<file path="src/rtl/hazard_pkg.sv">
// hazard_pkg: shared types and constants for the load-use stall unit.
// The shadow-entry rd field is HZ_REG_AW bits wide; a core with a wider
// register file widens HZ_REG_AW here and the unit's REG_AW together.
package hazard_pkg;

  localparam int HZ_REG_AW = 5;
  localparam int HZ_CNT_W  = 3;
  localparam int REG_X0    = 0;

  typedef struct packed {
    logic                 valid;
    logic [HZ_REG_AW-1:0] rd;
    logic                 regWrite;
    logic                 memRead;
  } hz_entry_t;

  typedef enum logic {
    RUN   = 1'b0,
    STALL = 1'b1
  } hz_state_t;

  // Destination as seen by the forwarding unit: x0 when the entry is not a live writer.
  function automatic logic [HZ_REG_AW-1:0] effRd(input hz_entry_t e);
    return (e.valid && e.regWrite) ? e.rd : HZ_REG_AW'(REG_X0);
  endfunction

endpackage

</file>
<file path="src/rtl/hz_match.sv">
// hz_match: does one decode source register depend on an in-flight load
// whose data is not yet available?
module hz_match
  import hazard_pkg::*;
#(
  parameter int REG_AW = HZ_REG_AW
) (
  input  logic [REG_AW-1:0] srcReg_i,
  input  logic              srcUsed_i,
  input  hz_entry_t         entry_i,
  output logic              hit_o
);

  // A hit needs a real load that writes a non-x0 register matching the source.
  always_comb begin
    hit_o = srcUsed_i
          & entry_i.valid
          & entry_i.memRead
          & entry_i.regWrite
          & (entry_i.rd != HZ_REG_AW'(REG_X0))
          & (HZ_REG_AW'(srcReg_i) == entry_i.rd);
  end

endmodule

</file>
<file path="src/rtl/hazard_stall_unit.sv">
// hazard_stall_unit: shadow pipeline of destination registers (EX/MEM/WB),
// load-use stall generation and taken-branch flush control.
// Optional build macro HAZARD_PERF_EN adds saturating stall/flush counters.
module hazard_stall_unit
  import hazard_pkg::*;
#(
  parameter int LOAD_STALL_CYC = 1,
  parameter int REG_AW         = HZ_REG_AW
) (
  input  logic              clk,
  input  logic              reset,
  input  logic              valid_ID,
  input  logic [REG_AW-1:0] rs1_ID,
  input  logic [REG_AW-1:0] rs2_ID,
  input  logic              useRs1_ID,
  input  logic              useRs2_ID,
  input  logic [REG_AW-1:0] rd_ID,
  input  logic              regWrite_ID,
  input  logic              memRead_ID,
  input  logic              branchTaken_EX,
  output logic              stall_IF,
  output logic              stall_ID,
  output logic              bubble_EX,
  output logic              flush_ID,
  output logic [REG_AW-1:0] writeReg_MEM,
  output logic [REG_AW-1:0] writeReg_WB,
  output logic              readDataMEM_WB
`ifdef HAZARD_PERF_EN
  ,
  output logic [31:0]       stallCount,
  output logic [31:0]       flushCount
`endif
);

  hz_entry_t             eEx_q, eMem_q, eWb_q, eEx_d;
  hz_state_t             state_q, state_d;
  logic [HZ_CNT_W-1:0]   cnt_q, cnt_d;
  logic                  live_q;
  logic                  hitRs1, hitRs2;
  logic                  hazard, brTaken;
  logic                  stallRaw, bubbleRaw, flushRaw;

  hz_match #(.REG_AW(REG_AW)) u_matchRs1 (
    .srcReg_i  (rs1_ID),
    .srcUsed_i (useRs1_ID),
    .entry_i   (eEx_q),
    .hit_o     (hitRs1)
  );

  hz_match #(.REG_AW(REG_AW)) u_matchRs2 (
    .srcReg_i  (rs2_ID),
    .srcUsed_i (useRs2_ID),
    .entry_i   (eEx_q),
    .hit_o     (hitRs2)
  );

  // live_q masks every control output during the first cycle after reset release.
  assign hazard  = live_q & valid_ID & (hitRs1 | hitRs2);
  assign brTaken = live_q & branchTaken_EX;

  // Control decode: flush beats an active stall, which beats a new hazard.
  always_comb begin
    stallRaw  = 1'b0;
    bubbleRaw = 1'b0;
    flushRaw  = 1'b0;
    state_d   = state_q;
    cnt_d     = cnt_q;
    if (brTaken) begin
      flushRaw  = 1'b1;
      bubbleRaw = 1'b1;
      state_d   = RUN;
      cnt_d     = '0;
    end else if (state_q == STALL) begin
      stallRaw  = 1'b1;
      bubbleRaw = 1'b1;
      if (cnt_q <= HZ_CNT_W'(1)) begin
        state_d = RUN;
        cnt_d   = '0;
      end else begin
        cnt_d = cnt_q - HZ_CNT_W'(1);
      end
    end else if (hazard) begin
      stallRaw  = 1'b1;
      bubbleRaw = 1'b1;
      if (LOAD_STALL_CYC > 1) begin
        state_d = STALL;
        cnt_d   = HZ_CNT_W'(LOAD_STALL_CYC - 1);
      end
    end
  end

  // Next EX entry: the decode instruction, or an empty slot when a bubble goes in.
  always_comb begin
    eEx_d = '0;
    if (!bubbleRaw) begin
      eEx_d.valid    = valid_ID;
      eEx_d.rd       = HZ_REG_AW'(rd_ID);
      eEx_d.regWrite = regWrite_ID;
      eEx_d.memRead  = memRead_ID;
    end
  end

  // Shadow pipeline and FSM state; MEM and WB always advance, even under a bubble.
  always_ff @(posedge clk or posedge reset) begin
    if (reset) begin
      state_q <= RUN;
      cnt_q   <= '0;
      live_q  <= 1'b0;
      eEx_q   <= '0;
      eMem_q  <= '0;
      eWb_q   <= '0;
    end else begin
      state_q <= state_d;
      cnt_q   <= cnt_d;
      live_q  <= 1'b1;
      eEx_q   <= eEx_d;
      eMem_q  <= eEx_q;
      eWb_q   <= eMem_q;
    end
  end

  assign stall_IF       = stallRaw;
  assign stall_ID       = stallRaw;
  assign bubble_EX      = bubbleRaw;
  assign flush_ID       = flushRaw;
  assign writeReg_MEM   = REG_AW'(effRd(eMem_q));
  assign writeReg_WB    = REG_AW'(effRd(eWb_q));
  assign readDataMEM_WB = eWb_q.valid & eWb_q.memRead;

`ifdef HAZARD_PERF_EN
  logic [31:0] stallCnt_q, flushCnt_q;

  // Saturating event counters for stall and flush cycles.
  always_ff @(posedge clk or posedge reset) begin
    if (reset) begin
      stallCnt_q <= '0;
      flushCnt_q <= '0;
    end else begin
      if (stallRaw && (stallCnt_q != 32'hFFFF_FFFF)) stallCnt_q <= stallCnt_q + 32'd1;
      if (flushRaw && (flushCnt_q != 32'hFFFF_FFFF)) flushCnt_q <= flushCnt_q + 32'd1;
    end
  end

  assign stallCount = stallCnt_q;
  assign flushCount = flushCnt_q;
`endif

endmodule

</file>
<file path="config.mk">
export PLATFORM = sky130hd
export DESIGN_NAME = hazard_stall_unit
export DESIGN_NICKNAME = d
export VERILOG_FILES = /design/src/rtl/hazard_pkg.sv /design/src/rtl/hz_match.sv /design/src/rtl/hazard_stall_unit.sv
export SDC_FILE = /design/constraint.sdc
export NUM_CORES = 1
export LEC_CHECK = 0
export ABC_CLOCK_PERIOD_IN_PS = 4800
export CAP_MARGIN = 20
export CORE_UTILIZATION = 40
export CTS_CLUSTER_SIZE = 25
export DETAILED_ROUTE_END_ITERATION = 6
export GPL_TIMING_DRIVEN = 0
export PLACE_DENSITY = 0.71
export SETUP_SLACK_MARGIN = 0.5
export SYNTH_ARGS = -nofsm -noshare
export SYNTH_HDL_FRONTEND = slang
export SYNTH_HIERARCHICAL = 1
export SYNTH_SLANG_ARGS = --single-unit
</file>
<file path="constraint.sdc">
create_clock -name clk -period 4.8 [get_ports clk]
set_input_delay 0.96 -clock clk [delete_from_list [all_inputs] [get_ports clk]]
set_output_delay 0.96 -clock clk [all_outputs]
set_load 0.005 [all_outputs]
</file>
# Word level (Yosys, flattened, before mapping)

Index checks and enable logic that the tools add are counted.

Bits in registers: 29
Input port bits: 23
Output and inout port bits: 15
Logic and storage cells: 52

$add $sub $neg: 1
$lt $le $gt $ge: 1
Equal/unequal tests: 2
Mux-type cells: 14
Bitwise operators: 15
Reductions and logical operators: 4

Operators by type and width:

| kind                | count |
|---|---|
| $and 1x1->1         | 14 |
| $eq 5x5->1          | 2 |
| $mux 5              | 2 |
| $mux 3              | 3 |
| $mux 1              | 8 |
| $mux 8              | 1 |
| $reduce_bool 5->1   | 1 |
| $le 3x1->1 const B  | 1 |
| $sub 3x1->3 const B | 1 |
| $logic_and 1x1->1   | 2 |
| $reduce_bool 2->1   | 1 |
| $or 1x1->1          | 1 |

# Depth between registers and ports, before layout

Depth in word-level cells: 11
Depth in mapped cells: 7
Mapped depth without buffers: 6

# Modules after synthesis

Netlist, hierarchy kept.

By module, submodules not included:

| module            | times used | cells each | area each (um^2) | sequential area each (um^2) |
|---|---|---|---|---|
| hazard_stall_unit | 1          | 78         | 1027.2           | 725.7 |
| hz_match          | 2          | 10         | 80.1             | 0.0 |

# Worst setup path before layout

Ideal clock, no wire load.

Kind: input-to-output
Start point: in rs2_ID[0]
End point: out stall_IF
Arrival: 2.036 ns
Data required time: 3.840 ns
Setup slack: 1.804 ns
Cell stages on the path: 7
Buffers on the path: 1
Path through: xnor2_1 > nand4_1 > a2111oi_2 > o211a_1 > nor2_1 > nor2_1 > buf_4

Longest elaborated chain between the ends: 7

Ends and longest elaborated chain:

| item             | RTL line                | text |
|---|---|---|
| start, declared  | hazard_stall_unit.sv:14 | `input logic [REG_AW-1:0] rs2_ID,` |
| $eq 5x5->1       | hz_match.sv:21          | `& (HZ_REG_AW'(srcReg_i) == entry_i.rd);` |
| $and 1x1->1      | hz_match.sv:21          |  |
| named net hitRs2 | hazard_stall_unit.sv:39 | `logic hitRs1, hitRs2;` |
| $or 1x1->1       | hazard_stall_unit.sv:58 | `assign hazard = live_q & valid_ID & (hitRs1 \| hitRs2);` |
| $and 1x1->1      | hazard_stall_unit.sv:58 |  |
| $mux 1           | hazard_stall_unit.sv:82 | `end else if (hazard) begin` |
| $mux 1           | hazard_stall_unit.sv:73 | `end else if (state_q == STALL) begin` |
| $mux 1           | hazard_stall_unit.sv:68 | `if (brTaken) begin` |
| end, declared    | hazard_stall_unit.sv:21 | `output logic stall_IF,` |

The timed path passes the listed nets, and every way through them passes these cells.

# Worst setup path in the final report

Start point: in rs2_ID[4]
End point: out stall_IF

Same word-level chain as after synthesis.

==> key figures <==
Cells and area
  • Final design utilization: 60.37%
  • ANT cells: 0
  • Register area: about 730 um^2
  • Layout area overhead: 41.41%
  • Fill count: 239
  • Multi-input gate area: 427.9 um^2
  • Layout cells sized above 1: 9.790%
  • Nets: 168

Pwr
  • Power density cells: 276.1 mW/mm^2
  • Overall power: about 460 uW
  • Max VDD drop: 0.1967 mV
  • Static Leak: between 0.7 and 0.8 nW

Route
  • Antenna-violating nets left: 0
  • WL per Instance: 11.94 um
  • Drt drc: 0
  • Drt pass-1 iters: 4
  • DRT iter0 DRCs: 22
  • Vias per cell: 4.897
  • Total wire length: between 2 and 2.5 mm
  • Vias: around 850

Floorplan
  • # IOs: 38
  • Core Area: roughly 0.0028 mm^2
  • # rows: 19
  • Chip height: 56.49 um
  • Die ar.: 0.003191 mm^2
  • Initial core utilization: roughly 43%
  • Die Wd: 56.49 um

Yosys
  • Most common cell in the netlist: dfrtp_1
  • Largest family of logic cells by synthesized area: simple AND/OR/NAND/NOR gates
  • Main synth FF type: dfrtp_1
  • Post-synth EDFFs: 0
  • Leading area contributor after synthesis: dfrtp_1
  • Yosys cell types: 24
  • Compound-cell area share of the yosys netlist: 6.849%
  • Syn avg cell area: approximately 12 um^2
  • Asr flop ratio synth: 100.0%
  • Post-synthesis xor/xnor area fraction: under 10%
  • Synth Cell Area: 0.001187 mm^2
  • Synth top area cells: dfrtp_1 61%, xnor2_1 5.9%, and3_1 5.8%, and2_1 4.7%, a2111oi_2 2.5%
  • Cell count after synthesis: 98
  • Synthesis-stage register bit count: 29
  • Area share of the largest cell type after synthesis: between 60% and 70%
  • Synth warn: 6
  • Post-synthesis sequential area ratio: around three fifths
  • Synth Area in Adders: 2.107%
  • Post-synthesis mux area share: 0%
  • Simple-Gate Fraction of Synth Area: about a fifth
  • List of most frequent post-synthesis cells: 29 x dfrtp_1, 11 x and3_1, 9 x and2_1
  • Mapped Nets: 123

Placement
  • GP Congestion: about 0.79
  • Place WS: 0.7186 ns
  • IO Port Bufs: 37
  • Hpwl dp: approximately 1.7 mm

STA
  • Final worst path period share: 84.72%
  • Minimum clock period after layout: approximately 4.1 ns
  • Worst setup margin: 0.7332 ns
  • Max Fclk: 245.9 MHz
  • RSZ-0062 raised after global routing: false
  • Setup TNS: 0 ns
  • Final setup vio count: 0
  • Final hold violations: 0
  • Worst Skew: just over 0.007 ns
  • Pins Over Slew Limit: 0

Setup path
  • Crit path max fanout: 2
  • Flop2flop setup slack: about 3 ns
  • RR Startpoint: eEx_q[6]$_DFF_PP0_
  • Worst Setup End Kind: output port
  • Worst EP required: 3.84 ns
  • Reg2Reg Depth: 6
  • Worst path arrival time: 3.11 ns
  • Critical path class: in2out
  • Reg2reg end: eEx_q[5]$_DFF_PP0_
  • CP Launch Type: input port

CTS
  • Num CTS Buffers: 5
  • CTS H-tree lvls: 2
  • Post-CTS sizing: 0
  • Clk_lat worst skew: 0.31 ns
  • Root Driver: clkbuf_4
  • Cts hold-fix bufs: 0
  • Clk pin slew, worst setup/hold paths: 0.08 ns
  • Clock buffer depth: 2
  • Setup Buffers After CTS: 0
  • # clock sinks: 29
  • TritonCTS clock tree: done

GRT
  • Largest net degree at the start of global routing: 30
  • Remaining global-route overflow: 0
  • Vias in the first global route: 909
  • Initial antenna violation count: 0
  • GRT Resource Usage Total: 15.89%
  • First-pass GRT wire length: 3.732 mm

Hold path
  • Endpoint, Worst Hold: eWb_q[5]$_DFF_PP0_
  • Worst hold path type: reg2reg
  • Hold Path Origin: eMem_q[5]$_DFF_PP0_
  • Hold Crit Depth: 0

Outcome
  • Status: completed

Run
  • Maxcap violations: 0
-- routing by layer --
layer  GRT usage, %  routed length, um
met5              0                  0
met4          9.408                 42
met3          5.069                133
met2          27.06               1106
met1          17.10                795
-- critical path: stages --
cell,delay [ns]
clkdlybuf4s50_1,0.48
xnor2_1,0.13
nand4_1,0.14
a2111oi_2,0.37
o211a_1,0.24
nor2_1,0.05
nor2_1,0.13
buf_4,0.13
clkdlybuf4s50_1,0.49
-- power by group --
group	switching [mW]	internal, mW	leakage, nW
Clock	0.0749	0.0690	0.0314
Combinational	0.0176	0.0345	0.390
Sequential	0.0102	0.257	0.363
-- registers in the layout, summed over array words and instances, names as in the netlist --
name     cells
state_q      1
eEx_q        8
live_q       1
eMem_q       8
cnt_q        3
eWb_q        8
-- cell type report --
type | instances | area share, %
flip-flops and latches | 29 | 43.22
multi-input cells | 62 | 25.48
repair buffers | 38 | 23.70
clock buffers | 7 | 3.279
well taps | 31 | 2.310
inverters | 5 | 1.118
plain buffers | 2 | 0.8942
-- cells by family after synthesis --
| group | Yosys count |
|---|---|
| and+or+nand+nor | 40 |
| DFF | 29 |
| xor gates and xnor gates | 10 |
| AOI/OAI and AO/OA | 9 |
| buffers and inverters | 7 |
| adders and majority gates | 2 |
| other | 1 |
-- cells in the final DEF (no fill, tap or decap), types with 3 or more instances in the layout --
cell type / instances
and3_1: 11
inv_1: 4
and2_1: 9
nand4_1: 4
clkbuf_4: 5
dfrtp_1: 29
xnor2_1: 8
nor2_1: 6
nand2_1: 3
clkdlybuf4s50_1: 37
-- worst max path at each step --
| stage | end | cells past startpoint | slack, ns | start |
|---|---|---|---|---|
| 2_1_floorplan | stall_IF | 7 | 1.80 | rs2_ID[0] |
| 3_3_place_gp | stall_IF | 9 | 0.79 | rs1_ID[0] |
| 3_5_place_dp | stall_IF | 9 | 0.72 | rs2_ID[1] |
| 4_1_cts | stall_IF | 9 | 0.72 | rs2_ID[1] |
| 5_1_grt | stall_IF | 9 | 0.58 | rs2_ID[4] |
| 6_report | stall_IF | 9 | 0.73 | rs2_ID[4] |
-- metrics by stage --
| stage | std cells | hold WS [ns] | cell area [um^2] |
|---|---|---|---|
| final | 174 | 0.3707 | 1679 |
| after detailed placement | 166 | 0.3457 | 1597 |
| after CTS | 173 | 0.3655 | 1652 |
| after floorplan | 98 | 0.3312 | 1187 |
| after global routing | 174 | 0.3820 | 1679 |
| after global placement | 166 | 0.3417 | 1597 |
Note: power is estimated with default switching activity, not from simulation.
